## src/rtl/cpu_pkg.sv

```systemverilog
// Shared CPU definitions: branch/halt opcodes, condition codes and the
// program-counter FSM state type. Imported by pc_unit and branch_cond.
package cpu_pkg;

  localparam logic [3:0] OP_B   = 4'b1100;
  localparam logic [3:0] OP_BR  = 4'b1101;
  localparam logic [3:0] OP_HLT = 4'b1111;

  localparam logic [2:0] CC_NE = 3'b000;  // ~Z
  localparam logic [2:0] CC_EQ = 3'b001;  // Z
  localparam logic [2:0] CC_GT = 3'b010;  // ~Z & ~N
  localparam logic [2:0] CC_LT = 3'b011;  // N
  localparam logic [2:0] CC_GE = 3'b100;  // Z | ~N
  localparam logic [2:0] CC_LE = 3'b101;  // Z | N
  localparam logic [2:0] CC_OV = 3'b110;  // V
  localparam logic [2:0] CC_AL = 3'b111;  // always

  typedef enum logic [1:0] {
    ST_RUN        = 2'd0,
    ST_WAIT_FLAGS = 2'd1,
    ST_HALT       = 2'd2
  } pc_state_t;

endpackage

```

## src/rtl/pc_unit_if.sv

```systemverilog
// Fetch-side bus of the program-counter unit.
//   master : fetch/decode side, drives instr, instr_valid, stall, flags,
//            flags_valid, rs_data; observes pc, pc_plus2, branch_taken, halted
//   slave  : pc_unit itself
interface pc_unit_if #(
  parameter int ADDR_W  = 16,
  parameter int INSTR_W = 16
);
  logic [INSTR_W-1:0] instr;
  logic               instr_valid;
  logic               stall;
  logic [2:0]         flags;        // {V,N,Z}
  logic               flags_valid;
  logic [ADDR_W-1:0]  rs_data;
  logic [ADDR_W-1:0]  pc;
  logic [ADDR_W-1:0]  pc_plus2;
  logic               branch_taken;
  logic               halted;

  modport master (
    output instr, instr_valid, stall, flags, flags_valid, rs_data,
    input  pc, pc_plus2, branch_taken, halted
  );

  modport slave (
    input  instr, instr_valid, stall, flags, flags_valid, rs_data,
    output pc, pc_plus2, branch_taken, halted
  );
endinterface

```

## src/rtl/pc_unit_branch_cond.sv

```systemverilog
// branch_cond: combinational condition-code evaluator.
//   cc    in  3  condition code
//   flags in  3  {V,N,Z}
//   pass  out 1  condition holds
module branch_cond
  import cpu_pkg::*;
(
  input  logic [2:0] cc,
  input  logic [2:0] flags,
  output logic       pass
);
  logic flag_v, flag_n, flag_z;
  assign {flag_v, flag_n, flag_z} = flags;

  always_comb begin
    pass = 1'b0;
    unique case (cc)
      CC_NE: pass = ~flag_z;
      CC_EQ: pass = flag_z;
      CC_GT: pass = ~flag_z & ~flag_n;
      CC_LT: pass = flag_n;
      CC_GE: pass = flag_z | ~flag_n;
      CC_LE: pass = flag_z | flag_n;
      CC_OV: pass = flag_v;
      CC_AL: pass = 1'b1;
    endcase
  end
endmodule

```

## src/rtl/pc_unit.sv

```systemverilog
// pc_unit: fetch-stage program counter with branch resolution.
//   clk            in   system clock, rising edge
//   rst            in   asynchronous active-low reset
//   bus            slave modport of pc_unit_if (instr/flags/rs_data in,
//                  pc/pc_plus2/branch_taken/halted out)
//   perf_taken_cnt out  saturating taken-branch count, present only when
//                  the macro PC_PERF_EN is defined
//
// state      | meaning
// RUN        | normal fetch; pc advances on each accepted instruction
// WAIT_FLAGS | branch fetched before its flags were valid; pc held
// HALT       | HLT accepted; pc frozen until reset
module pc_unit
  import cpu_pkg::*;
#(
  parameter int              ADDR_W   = 16,
  parameter int              INSTR_W  = 16,
  parameter int              IMM_W    = 9,
  parameter logic [ADDR_W-1:0] RESET_PC = '0
) (
  input  logic      clk,
  input  logic      rst,
  pc_unit_if.slave  bus
`ifdef PC_PERF_EN
  ,
  output logic [15:0] perf_taken_cnt
`endif
);

  pc_state_t          state_q, state_d;
  logic [ADDR_W-1:0]  pc_q, pc_d;
  logic               branch_taken_q, taken_d;
  logic               halted_q;

  logic [3:0]         op;
  logic [2:0]         cc;
  logic signed [IMM_W-1:0]  imm;
  logic [ADDR_W-1:0]  imm_ext;
  logic [ADDR_W-1:0]  pc_plus2;
  logic [ADDR_W-1:0]  b_target;
  logic [ADDR_W-1:0]  br_target;
  logic               is_branch;
  logic               cond_pass;
  logic               accept;
  logic               unused_rs0;

  assign op        = bus.instr[INSTR_W-1 -: 4];
  assign cc        = bus.instr[INSTR_W-5 -: 3];
  assign imm       = bus.instr[IMM_W-1:0];
  assign imm_ext   = ADDR_W'(imm);  // signed size cast sign-extends
  assign pc_plus2  = pc_q + ADDR_W'(2);
  assign b_target  = pc_plus2 + {imm_ext[ADDR_W-2:0], 1'b0};
  assign br_target = {bus.rs_data[ADDR_W-1:1], 1'b0};
  assign unused_rs0 = bus.rs_data[0];
  assign is_branch = (op == OP_B) || (op == OP_BR);
  assign accept    = bus.instr_valid & ~bus.stall;

  branch_cond u_branch_cond (
    .cc    (cc),
    .flags (bus.flags),
    .pass  (cond_pass)
  );

  // WAIT_FLAGS re-enters the RUN decode once flags are valid, so both
  // states share one resolution path.
  always_comb begin
    state_d = state_q;
    pc_d    = pc_q;
    taken_d = 1'b0;
    unique case (state_q)
      ST_RUN, ST_WAIT_FLAGS: begin
        if (accept && (state_q == ST_RUN || bus.flags_valid)) begin
          if (op == OP_HLT) begin
            state_d = ST_HALT;
          end else if (is_branch && !bus.flags_valid) begin
            state_d = ST_WAIT_FLAGS;
          end else begin
            state_d = ST_RUN;
            if (is_branch && cond_pass) begin
              taken_d = 1'b1;
              pc_d    = (op == OP_B) ? b_target : br_target;
            end else begin
              pc_d = pc_plus2;
            end
          end
        end
      end
      default: ;
    endcase
  end

  always_ff @(posedge clk or negedge rst) begin
    if (!rst) begin
      state_q        <= ST_RUN;
      pc_q           <= RESET_PC;
      branch_taken_q <= 1'b0;
      halted_q       <= 1'b0;
    end else begin
      state_q        <= state_d;
      pc_q           <= pc_d;
      branch_taken_q <= taken_d;
      halted_q       <= (state_d == ST_HALT);
    end
  end

`ifdef PC_PERF_EN
  logic [15:0] perf_cnt_q;

  always_ff @(posedge clk or negedge rst) begin
    if (!rst) begin
      perf_cnt_q <= '0;
    end else if (taken_d && perf_cnt_q != 16'hFFFF) begin
      perf_cnt_q <= perf_cnt_q + 16'd1;
    end
  end

  assign perf_taken_cnt = perf_cnt_q;
`endif

  assign bus.pc           = pc_q;
  assign bus.pc_plus2     = pc_plus2;
  assign bus.branch_taken = branch_taken_q;
  assign bus.halted       = halted_q;

endmodule

```

## src/flat_wrapper.sv

```systemverilog
// flat-port wrapper written by rule: the top's interface ports become plain ports
module pc_unit_flat import cpu_pkg::*;
#(
  parameter int              ADDR_W   = 16,
  parameter int              INSTR_W  = 16,
  parameter int              IMM_W    = 9,
  parameter logic [ADDR_W-1:0] RESET_PC = '0
)
  (clk, rst, bus_instr, bus_instr_valid, bus_stall, bus_flags, bus_flags_valid, bus_rs_data, bus_pc, bus_pc_plus2, bus_branch_taken, bus_halted);
  pc_unit_if #(.ADDR_W(ADDR_W), .INSTR_W(INSTR_W)) bus_i ();
  input  logic clk;
  input  logic rst;
  input wire logic [$bits(bus_i.instr)-1:0] bus_instr;
  input wire logic [$bits(bus_i.instr_valid)-1:0] bus_instr_valid;
  input wire logic [$bits(bus_i.stall)-1:0] bus_stall;
  input wire logic [$bits(bus_i.flags)-1:0] bus_flags;
  input wire logic [$bits(bus_i.flags_valid)-1:0] bus_flags_valid;
  input wire logic [$bits(bus_i.rs_data)-1:0] bus_rs_data;
  output wire logic [$bits(bus_i.pc)-1:0] bus_pc;
  output wire logic [$bits(bus_i.pc_plus2)-1:0] bus_pc_plus2;
  output wire logic [$bits(bus_i.branch_taken)-1:0] bus_branch_taken;
  output wire logic [$bits(bus_i.halted)-1:0] bus_halted;
  assign bus_i.instr = bus_instr;
  assign bus_i.instr_valid = bus_instr_valid;
  assign bus_i.stall = bus_stall;
  assign bus_i.flags = bus_flags;
  assign bus_i.flags_valid = bus_flags_valid;
  assign bus_i.rs_data = bus_rs_data;
  assign bus_pc = bus_i.pc;
  assign bus_pc_plus2 = bus_i.pc_plus2;
  assign bus_branch_taken = bus_i.branch_taken;
  assign bus_halted = bus_i.halted;
  pc_unit #(.ADDR_W(ADDR_W), .INSTR_W(INSTR_W), .IMM_W(IMM_W), .RESET_PC(RESET_PC)) u_core (.clk(clk), .rst(rst), .bus(bus_i));
endmodule
```

## config.mk

```make
export PLATFORM = sky130hd
export DESIGN_NAME = pc_unit_flat
export DESIGN_NICKNAME = d
export VERILOG_FILES = /design/src/rtl/cpu_pkg.sv /design/src/rtl/pc_unit_if.sv /design/src/rtl/pc_unit_branch_cond.sv /design/src/rtl/pc_unit.sv /design/src/flat_wrapper.sv
export SDC_FILE = /design/constraint.sdc
export NUM_CORES = 1
export LEC_CHECK = 0
export BUFFER_PORTS_ARGS = -buffer_cell sky130_fd_sc_hd__buf_2
export CORE_UTILIZATION = 35
export CTS_CLUSTER_SIZE = 10
export DETAILED_ROUTE_END_ITERATION = 8
export GPL_TIMING_DRIVEN = 0
export HOLD_SLACK_MARGIN = 0.03
export PLACE_DENSITY = 0.66
export SYNTH_ARGS = -nofsm -noshare
export SYNTH_HDL_FRONTEND = slang
export SYNTH_SLANG_ARGS = --single-unit
```

## constraint.sdc

```tcl
create_clock -name clk -period 8.35 [get_ports clk]
set_input_delay 0.4175 -clock clk [delete_from_list [all_inputs] [get_ports clk]]
set_output_delay 0.4175 -clock clk [all_outputs]
set_load 0.01 [all_outputs]
```

==> impl_results.md, run 1 <==
- ANT nets after route: 0
- GP Congestion: 0.8604
- Chip Height: 81.86 um
- Max_cap viols: 0
- CTS resizes: 0
- Synthesis-to-finish area growth: 22.25%
- Final min period: 3.536 ns
- CP Class: reg -> reg
- Clk_lat worst skew: 0.26 ns
- Distinct cells, synth: 60
- Syn Area/Cell: 7.860 um2
- Async SR Flop Fraction: 1.000
- Overflow after GRT: 0
- Vias/cell: 5.618
- WL per Instance: 15.75 um
- Clock Root Buffer: clkbuf_8
- Max IR drop VDD: 109.2 uV
- Number of diodes: 0
- Main synth FF type: dfrtp_1
- CP startpoint kind: register
- Lkg Pwr: 1.215 nW
- Clk sinks: 19
- Unrepaired setup endpoints after global routing: false
- Pwr dens: 274.4 mW/mm2
- Critical path fanouts, max: 8
- Post-CTS repair timing setup buffer count: 0
- Hold Path Class: in -> async
- Final-stage net count: 419
- Initial antenna violation count: 0
- Filler cells: 650
- Crit share post-route: 0.4235
- Area of the multi-input gates: 0.001655 mm2
- Post-DP HPWL: 5397 um
- Final Slew Violations: 0
- Setup violators final: 0
- Initial Util: 0.3704
- Commonest non-fill, non-tap cell in the layout: buf_2
- Area occupied by registers: 475.5 um2
- Status: finished, final reports clean
- I/O pin count: 74
- Total CTS buffers: 3
- Total Routing Usage GR: 0.2023
- Slew of the pin with the lowest slew margin: 0.7861 ns
- Synth Warn #: 0
- Worst EP required: 8.51 ns
- Seq/Total Area, Yosys: 0.2130
- Post-place setup slack: 4.891 ns
- Clock transition at the registers of the reported paths: 0.08 ns
- CP Capture Type: register
- Highest-count cells in the layout ignoring fill and taps: 72 x buf_2, 24 x nand2_1, 23 x a21oi_1
- EDFF count, synth: 0
- PortBufs: 70
- Largest net degree at the start of global routing: 20
- Final WL: 6835 um
- Share of post-route cells with drive strength above 1: 0.2535
- DRC: 0
- WP data arrival: 3.70 ns
- Post-Syn Instances: 284
- Max transition margin: 0.4736
- Number of iterations in the first detailed-routing pass: 4
- CTS max path bufs: 2
- Fmax: 282.8 MHz
- Synthesis-stage register bit count: 19
- Core box area: 0.006026 mm2
- Final hold violations: 0
- Total Die Area: 0.006701 mm2
- Row count: 28
- Initial DRC count: 137
- Die Wd: 81.86 um
- Vias: 2,438
- Worst setup margin: 4.814 ns
- Vias in the first global route: 2,255
- Clk_skew: 0.005648 ns
- First-pass GRT wire length: 10,480 um
- Htree depth: 1
- CTS tree: built
- Hold buffers post-CTS: 0
- Setup TNS Final: 0 ns
- Mapped cell area: 0.002232 mm2
- Reg2Reg Setup Slack: 4.81 ns
## state kept, by name (all words and copies together), names as in the netlist
signal and flops:
u_core.state_q 2, u_core.bus.pc 15, u_core.bus.branch_taken 1, u_core.bus.halted 1
## routing by layer
metal | share of wire | global-route usage | vias to the layer above
met5 | 0 | 0 | -
met4 | 0.0080 | 0.03860 | 0
met3 | 0.055 | 0.02333 | 6
met2 | 0.46 | 0.3355 | 68
met1 | 0.48 | 0.2809 | 1148
li1 | - | - | 1216
## layout make-up
type                            count  area share
Multi-Input combinational cell    241      0.6066
Buffer                             12     0.02063
Clock buffer                        3     0.01513
Sequential cell                    19      0.1742
Tap cell                           75     0.03439
Clock inverter                      1    0.002751
Inverter                           13     0.01788
Timing Repair Buffer               70      0.1284
## worst max-delay path, stage by stage, from the launching register on
cell and delay (ns):
dfrtp_1 0.44, ha_1 0.17, clkbuf_1 0.31, nand2_1 0.09, nor3_1 0.42, and2_1 0.26, xor2_1 0.31, ha_1 0.24
nand2_1 0.08, nor2_1 0.15, nand2_1 0.06, o21ai_0 0.42, xor2_1 0.13, a221oi_1 0.33
## metrics by stage
| stage | util | power (mW) | hold slack, ns | instance area (um2) | cells |
|---|---|---|---|---|---|
| global placement | 0.4448 | 0.6681 | 0.3893 | 2680 | 430 |
| detailed placement | 0.4448 | 0.6755 | 0.3885 | 2680 | 430 |
| CTS | 0.4529 | 0.7474 | 0.09689 | 2729 | 434 |
| global route | 0.4529 | 0.8126 | 0.1252 | 2729 | 434 |
| floorplan | - | 0.5144 | 0.1219 | 2236 | 285 |
| finish | 0.4529 | 0.7489 | 0.08561 | 2729 | 434 |
## cells in the mapped netlist, drive strengths merged, types with 3 or more instances
cell,count,share of area
a211oi,4,0.013
a21o,3,0.010
a21oi,23,0.052
a221oi,3,0.012
a31oi,7,0.020
buf,4,0.011
clkbuf,8,0.014
dfrtp,19,0.21
ha,18,0.10
inv,13,0.022
mux2i,5,0.022
nand2,24,0.040
nand2b,4,0.011
nand3,15,0.034
nand4,7,0.020
nor2,18,0.030
nor2b,5,0.014
nor3,10,0.025
o2111a,3,0.015
o21a,5,0.017
o21ai,18,0.040
o22ai,8,0.022
o31ai,3,0.018
or2,3,0.0084
or4,3,0.010
xnor2,11,0.043
xor2,7,0.027
## power by group
part / internal (mW) / switching [mW]
Clock: 0.0337 / 0.0354
Combinational: 0.212 / 0.298
Sequential: 0.125 / 0.0447
Total: 0.371 / 0.378
## cells by family (layout without fill, tap and decap cells)
| logic type | Yosys count | count (layout) | synth area share |
|---|---|---|---|
| AOI/OAI and AO/OA | 94 | 94 | 0.2937 |
| xor gates and xnor gates | 18 | 18 | 0.07063 |
| adders and majority gates | 19 | 19 | 0.1099 |
| buffers and inverters | 25 | 99 | 0.04708 |
| DFF | 19 | 19 | 0.2130 |
| muxes | 6 | 6 | 0.02747 |
| other | 1 | 2 | 0.001680 |
| and+or+nand+nor | 102 | 102 | 0.2365 |
## worst paths after layout
kind / from / to / cells past startpoint
min: rst / u_core.bus.pc[2]$_DFFE_PN0P_ / 1
max reg2reg: u_core.bus.pc[2]$_DFFE_PN0P_ / u_core.bus.pc[15]$_DFFE_PN0P_ / 13
max in group asynchronous: rst / u_core.bus.pc[13]$_DFFE_PN0P_ / 1
min reg2reg: u_core.state_q[1]$_DFF_PN0_ / u_core.state_q[1]$_DFF_PN0_ / 1
min in group clk: bus_rs_data[8] / u_core.bus.pc[8]$_DFFE_PN0P_ / 3
max: u_core.bus.pc[2]$_DFFE_PN0P_ / u_core.bus.pc[15]$_DFFE_PN0P_ / 13
Note: power is estimated with default switching activity, not from simulation.
==> run 2, diff against run 1 <==
clock period = 3.26 ns   (was 8.35 ns; I/O delays follow)
==> impl_results.md, run 2 (synthesis gave the netlist of run 1 again) <==
- Total Routing Usage GR: 0.2021
- DRC: 0
- Clk_skew: 0.004101 ns
- Clock transition at the registers of the reported paths: 0.08 ns
- Min Hold Slack: 0.1673 ns
- Number of diodes: 0
- Lkg Pwr: 1.231 nW
- Highest-count cells in the layout ignoring fill and taps: 72 x buf_2, 24 x nand2_1, 22 x a21oi_1
- Final hold violations: 0
- Status: finished, final reports clean
- Die Wd: 81.86 um
- CTS max path bufs: 2
- Slew of the pin with the lowest slew margin: 0.7839 ns
- Share of post-route cells with drive strength above 1: 0.2709
- Overflow after GRT: 0
- Setup TNS Final: 0 ns
- Hold path start: bus_rs_data[8]
- Clk_lat worst skew: 0.26 ns
- Row count: 28
- Placed insts: 430
- Setup violators final: 0
- Post-CTS repair timing setup buffer count: 0
- Post-DP HPWL: 5397 um
- Core box area: 0.006026 mm2
- Final Non-Filler Cells: 433
- Max IR drop VDD: 279.3 uV
- Max transition margin: 0.4751
- Vias/cell: 5.598
- Final-stage net count: 418
- Reg2Reg Setup Slack: 0.29 ns
- Max_cap viols: 0
- Clock Root Buffer: clkbuf_8
- Vias: 2,424
- I/O pin count: 74
- Clk sinks: 19
- CP Class: reg -> reg
- Total CTS buffers: 3
- Worst EP required: 3.41 ns
- CP startpoint kind: register
- Final min period: 2.969 ns
- End of the worst hold path: u_core.bus.pc[8]$_DFFE_PN0P_
- Chip Height: 81.86 um
- Reg2reg start: u_core.bus.pc[2]$_DFFE_PN0P_
- Fmax: 336.8 MHz
- Vias in the first global route: 2,252
- PortBufs: 70
- Total Die Area: 0.006701 mm2
- Synthesis-to-finish area growth: 23.88%
- Largest net degree at the start of global routing: 20
- Final WL: 6794 um
- Filler cells: 643
- Worst reg2reg endpoint: u_core.bus.pc[14]$_DFFE_PN0P_
- Area occupied by registers: 475.5 um2
- GP Congestion: 0.8604
- Max reg flops: 15
- Finished Core Util: 0.4589
- CTS tree: built
- Hold Path Class: in -> reg
- Initial antenna violation count: 0
- ANT nets after route: 0
- Commonest non-fill, non-tap cell in the layout: buf_2
- WL per Instance: 15.69 um
- Initial Util: 0.3704
- WP data arrival: 3.12 ns
- Pwr dens: 701.2 mW/mm2
- Initial DRC count: 90
- Final Slew Violations: 0
- Crit share post-route: 0.9109
- Reg2Reg Depth: 12
- CP Capture Type: register
- Unrepaired setup endpoints after global routing: false
- Critical path fanouts, max: 8
- Number of iterations in the first detailed-routing pass: 4
- Htree depth: 1
- Area of the multi-input gates: 0.001689 mm2
- First-pass GRT wire length: 10,470 um
- Worst hold path cell count: 3
run 2: cell type report:
| class | count | area share |
|---|---|---|
| multi-input combinational | 241 | 0.6109 |
| buffer | 10 | 0.01765 |
| tap | 75 | 0.03394 |
| clock inverter | 1 | 0.002715 |
| sequential | 19 | 0.1719 |
| clock buffer | 3 | 0.01493 |
| timing repair buffer | 71 | 0.1303 |
| inverter | 13 | 0.01765 |
run 2: worst max-delay path by stage:
stage / startpoint / slack, ns / endpoint / depth (start not counted)
floorplan: u_core.bus.pc[2]$_DFFE_PN0P_ / 0.23 / u_core.bus.pc[15]$_DFFE_PN0P_ / 13
global placement: u_core.bus.pc[1]$_DFFE_PN0P_ / -0.20 / u_core.bus.pc[15]$_DFFE_PN0P_ / 13
detailed placement: u_core.bus.pc[2]$_DFFE_PN0P_ / -0.20 / u_core.bus.pc[15]$_DFFE_PN0P_ / 13
CTS: u_core.bus.pc[1]$_DFFE_PN0P_ / 0.01 / u_core.bus.pc[15]$_DFFE_PN0P_ / 11
global route: u_core.bus.pc[1]$_DFFE_PN0P_ / 0.05 / u_core.bus.pc[14]$_DFFE_PN0P_ / 12
finish: u_core.bus.pc[2]$_DFFE_PN0P_ / 0.29 / u_core.bus.pc[14]$_DFFE_PN0P_ / 12
run 2: repair_timing:
action,CTS,global route
gates resized for setup,3,6
cloned,0,0
endpoints found under the setup margin,2,5
endpoints found under the hold margin,19,0
hold buffers,1,0
run 2: power by group:
part	total, mW	switching (mW)	internal [mW]
clock	0.177	0.0909	0.0864
combinational	1.31	0.762	0.550
sequential	0.450	0.129	0.320
total	1.94	0.982	0.957
run 2: worst max-delay path, cell delays in order, from the launching register on:
cell and delay, ns:
dfrtp_1 0.44, ha_2 0.31, nand2_1 0.12, nor3_4 0.20, and2_1 0.22, xor2_1 0.31, ha_1 0.32, nand2_1 0.08
nor2_1 0.04, a211oi_1 0.27, o22ai_1 0.16, a221oi_1 0.28, a21boi_1 0.10
run 2: metrics by stage:
stage	total power [mW]	area [um2]	worst slack, ns
after global placement	1.711	2680	-0.1961
after floorplan	1.318	2236	0.2309
final	1.939	2765	0.2905
after global routing	2.102	2765	0.04880
after detailed placement	1.730	2680	-0.1987
after CTS	1.918	2746	0.01288
run 2: metal layers:
layer,GRT usage,share of wire
met3,0.02333,0.064
met1,0.2803,0.47
met2,0.3364,0.47
met4,0.03684,0.0034
met5,0,0
==> run 3, diff against run 2 <==
ABC_AREA = 1   (was default)
CTS_CLUSTER_DIAMETER = 150   (was default)
==> impl_results.md, run 3 <==
- Htree depth: 1
- GP Congestion: 0.8259
- Initial antenna violation count: 0
- Lkg Pwr: 1.621 nW
- Critical path fanouts, max: 7
- CP Capture Type: register
- CP Buf/Inv Count: 0
- Initial DRC count: 109
- Setup TNS Final: 0 ns
- I/O pin count: 74
- Max IR drop VDD: 187.9 uV
- Final Slew Violations: 0
- Max_cap viols: 0
- Synthesis-stage register bit count: 19
- Pwr dens: 187.4 mW/mm2
- Unrepaired setup endpoints after global routing: false
- Worst EP required: 3.42 ns
- Distinct cells, synth: 35
- Total CTS buffers: 3
- Chip Height: 82.51 um
- Largest net degree at the start of global routing: 20
- Synth Warn #: 0
- Post-Syn Instances: 372
- Total Die Area: 0.006807 mm2
- Slowest cell on the critical path: dfrtp_1
- Post-DP HPWL: 5360 um
- Total Routing Usage GR: 0.1994
- EDFF count, synth: 0
- Syn Area/Cell: 6.098 um2
- Vias in the first global route: 2,291
- Reg2Reg Setup Slack: 0.56 ns
- Max reg flops: 15
- Most frequent cell after synthesis: nand2_1
- Status: finished, final reports clean
- Mapped cell area: 0.002268 mm2
- Final WL: 6367 um
- Overflow after GRT: 0
- First-pass GRT wire length: 10,280 um
- Final hold violations: 0
- Crit path cell chain: ha_1 -> nand3_2 -> nor2_4 -> nand2_1 -> xnor2_1 -> ha_1 -> a21o_1 -> nand3_1 -> nand2_1 -> a21oi_1 -> nand3b_1 -> nand3_1 -> nand2_1 -> nand2_1 -> nand2_1
- Ranking of synthesized cells by area: dfrtp_1 21%, nand2_1 18%, ha_1 9.9%
- CTS tree: built
- Clk_lat worst skew: 0.26 ns
- Hold Path Class: in -> reg
- Number of iterations in the first detailed-routing pass: 5
- GRT busiest layer: met2
- CP Class: reg -> reg
- Number of diodes: 0
- WL per Instance: 12.17 um
- Post-CTS repair timing setup buffer count: 0
- Clock transition at the registers of the reported paths: 0.08 ns
- Setup violators final: 0
- Async SR Flop Fraction: 1.000
- Met2 usage: 0.3306
- Clock Root Buffer: clkbuf_8
- Vias/cell: 4.807
- Row count: 28
- CP startpoint kind: register
- WP data arrival: 2.85 ns
- PortBufs: 70
- Commonest non-fill, non-tap cell in the layout: nand2_1
- Yosys top cell by area: dfrtp_1
- Synthesis-to-finish area growth: 22.23%
- Share of post-route cells with drive strength above 1: 0.2210
- Crit share post-route: 0.8271
- Finished Core Util: 0.4548
- Fmax: 370.9 MHz
- Grt met1 use: 0.2769
- Clk sinks: 19
- CTS resizes: 0
- Seq/Total Area, Yosys: 0.2096
- Clk_skew: 0.003614 ns
- Die Wd: 82.51 um
- Top delay family on crit path: simple AND/OR/NAND/NOR gates
- Initial Util: 0.3721
- Top cell type's share of synthesized area: 0.2096
- GR Util met3: 0.01099
- Core box area: 0.006096 mm2
- Highest-count cells in the layout ignoring fill and taps: 109 x nand2_1, 75 x buf_2, 46 x inv_1
- Hold buffers post-CTS: 1
- Top cells by count, synth: 109 x nand2_1, 46 x inv_1, 44 x nor2_1
- Vias: 2,514
- Filler cells: 683
- Main synth FF type: dfrtp_1
- DRC: 0
- Final-stage net count: 508
- Critical Path Max Stage Delay: 0.40 ns
- Final min period: 2.696 ns
- Most used cell, CP: nand2_1
- ANT nets after route: 0
- CTS max path bufs: 2
[run 3: changes by cell type after synthesis, sizes merged, moves of 8 or more]
cell / previous run / this run
inv: 13 / 50
a21oi: 23 / 33
nor3: 10 / 2
nand2: 24 / 110
nor2: 18 / 49
nand3: 15 / 26
[run 3: final timing paths]
| kind | end | startpoint | cells after the start |
|---|---|---|---|
| worst max-delay path | u_core.bus.pc[14]$_DFFE_PN0P_ | u_core.bus.pc[1]$_DFFE_PN0P_ | 15 |
| worst min-delay path | u_core.state_q[1]$_DFF_PN0_ | bus_stall | 4 |
| worst max register to register | u_core.bus.pc[14]$_DFFE_PN0P_ | u_core.bus.pc[1]$_DFFE_PN0P_ | 15 |
| worst min register to register | u_core.state_q[1]$_DFF_PN0_ | u_core.state_q[1]$_DFF_PN0_ | 2 |
| max in group asynchronous | u_core.bus.pc[5]$_DFFE_PN0P_ | rst | 2 |
| min in group asynchronous | u_core.bus.halted$_DFF_PN0_ | rst | 2 |
[run 3: kinds of logic after synthesis]
logic type,Yosys count,share of synthesized area
simple gates,200,0.3789
buf+inv,62,0.1103
compound gates,56,0.1302
fa+ha+maj,19,0.1081
flops,19,0.2096
xor+xnor,15,0.06123
other cells,1,0.001653
[run 3: tightest hold or removal path, cell delays in order]
cell and delay [ns]:
buf_2 0.08, nor2_1 0.03, nand3_1 0.08, o21ai_0 0.10
[run 3: layer usage]
layer  wire length (um)  up-vias
li1                   -     1329
met3                212       11
met5                  0        -
met4                112        0
met1               3092     1115
met2               2949       59
[run 3: final cells by class]
type	instances	area (um2)	share of cell area
multi-input cells	292	1546	0.5578
flip-flops and latches	19	475.5	0.1715
repair buffers	71	360.3	0.1300
inverters	53	198.9	0.07175
well taps	75	93.84	0.03384
plain buffers	9	51.30	0.01850
clock buffers	3	41.29	0.01489
clock inverters	1	5.005	0.001805
[run 3: power by group]
part / leakage [nW] / internal [mW] / total (mW) / switching [mW]
logic: 1.36 / 0.0486 / 0.116 / 0.0675
clock network: 0.0255 / 0.0851 / 0.168 / 0.0830
registers: 0.239 / 0.235 / 0.235 / 0
total: 1.62 / 0.369 / 0.520 / 0.150
[run 3: stage by stage]
| stage | instance area, um2 | hold slack, ns | power (mW) | setup slack (ns) | cells |
|---|---|---|---|---|---|
| after global routing | 2773 | 0.2871 | 0.5463 | 0.3188 | 523 |
| after detailed placement | 2716 | 0.1350 | 0.3550 | 0.6163 | 518 |
| after floorplan | 2272 | -0.1326 | 0.3086 | 0.7737 | 373 |
| final | 2773 | 0.2429 | 0.5196 | 0.5637 | 523 |
| after CTS | 2773 | 0.2502 | 0.5234 | 0.5789 | 523 |
| after global placement | 2716 | 0.1260 | 0.3530 | 0.5819 | 518 |
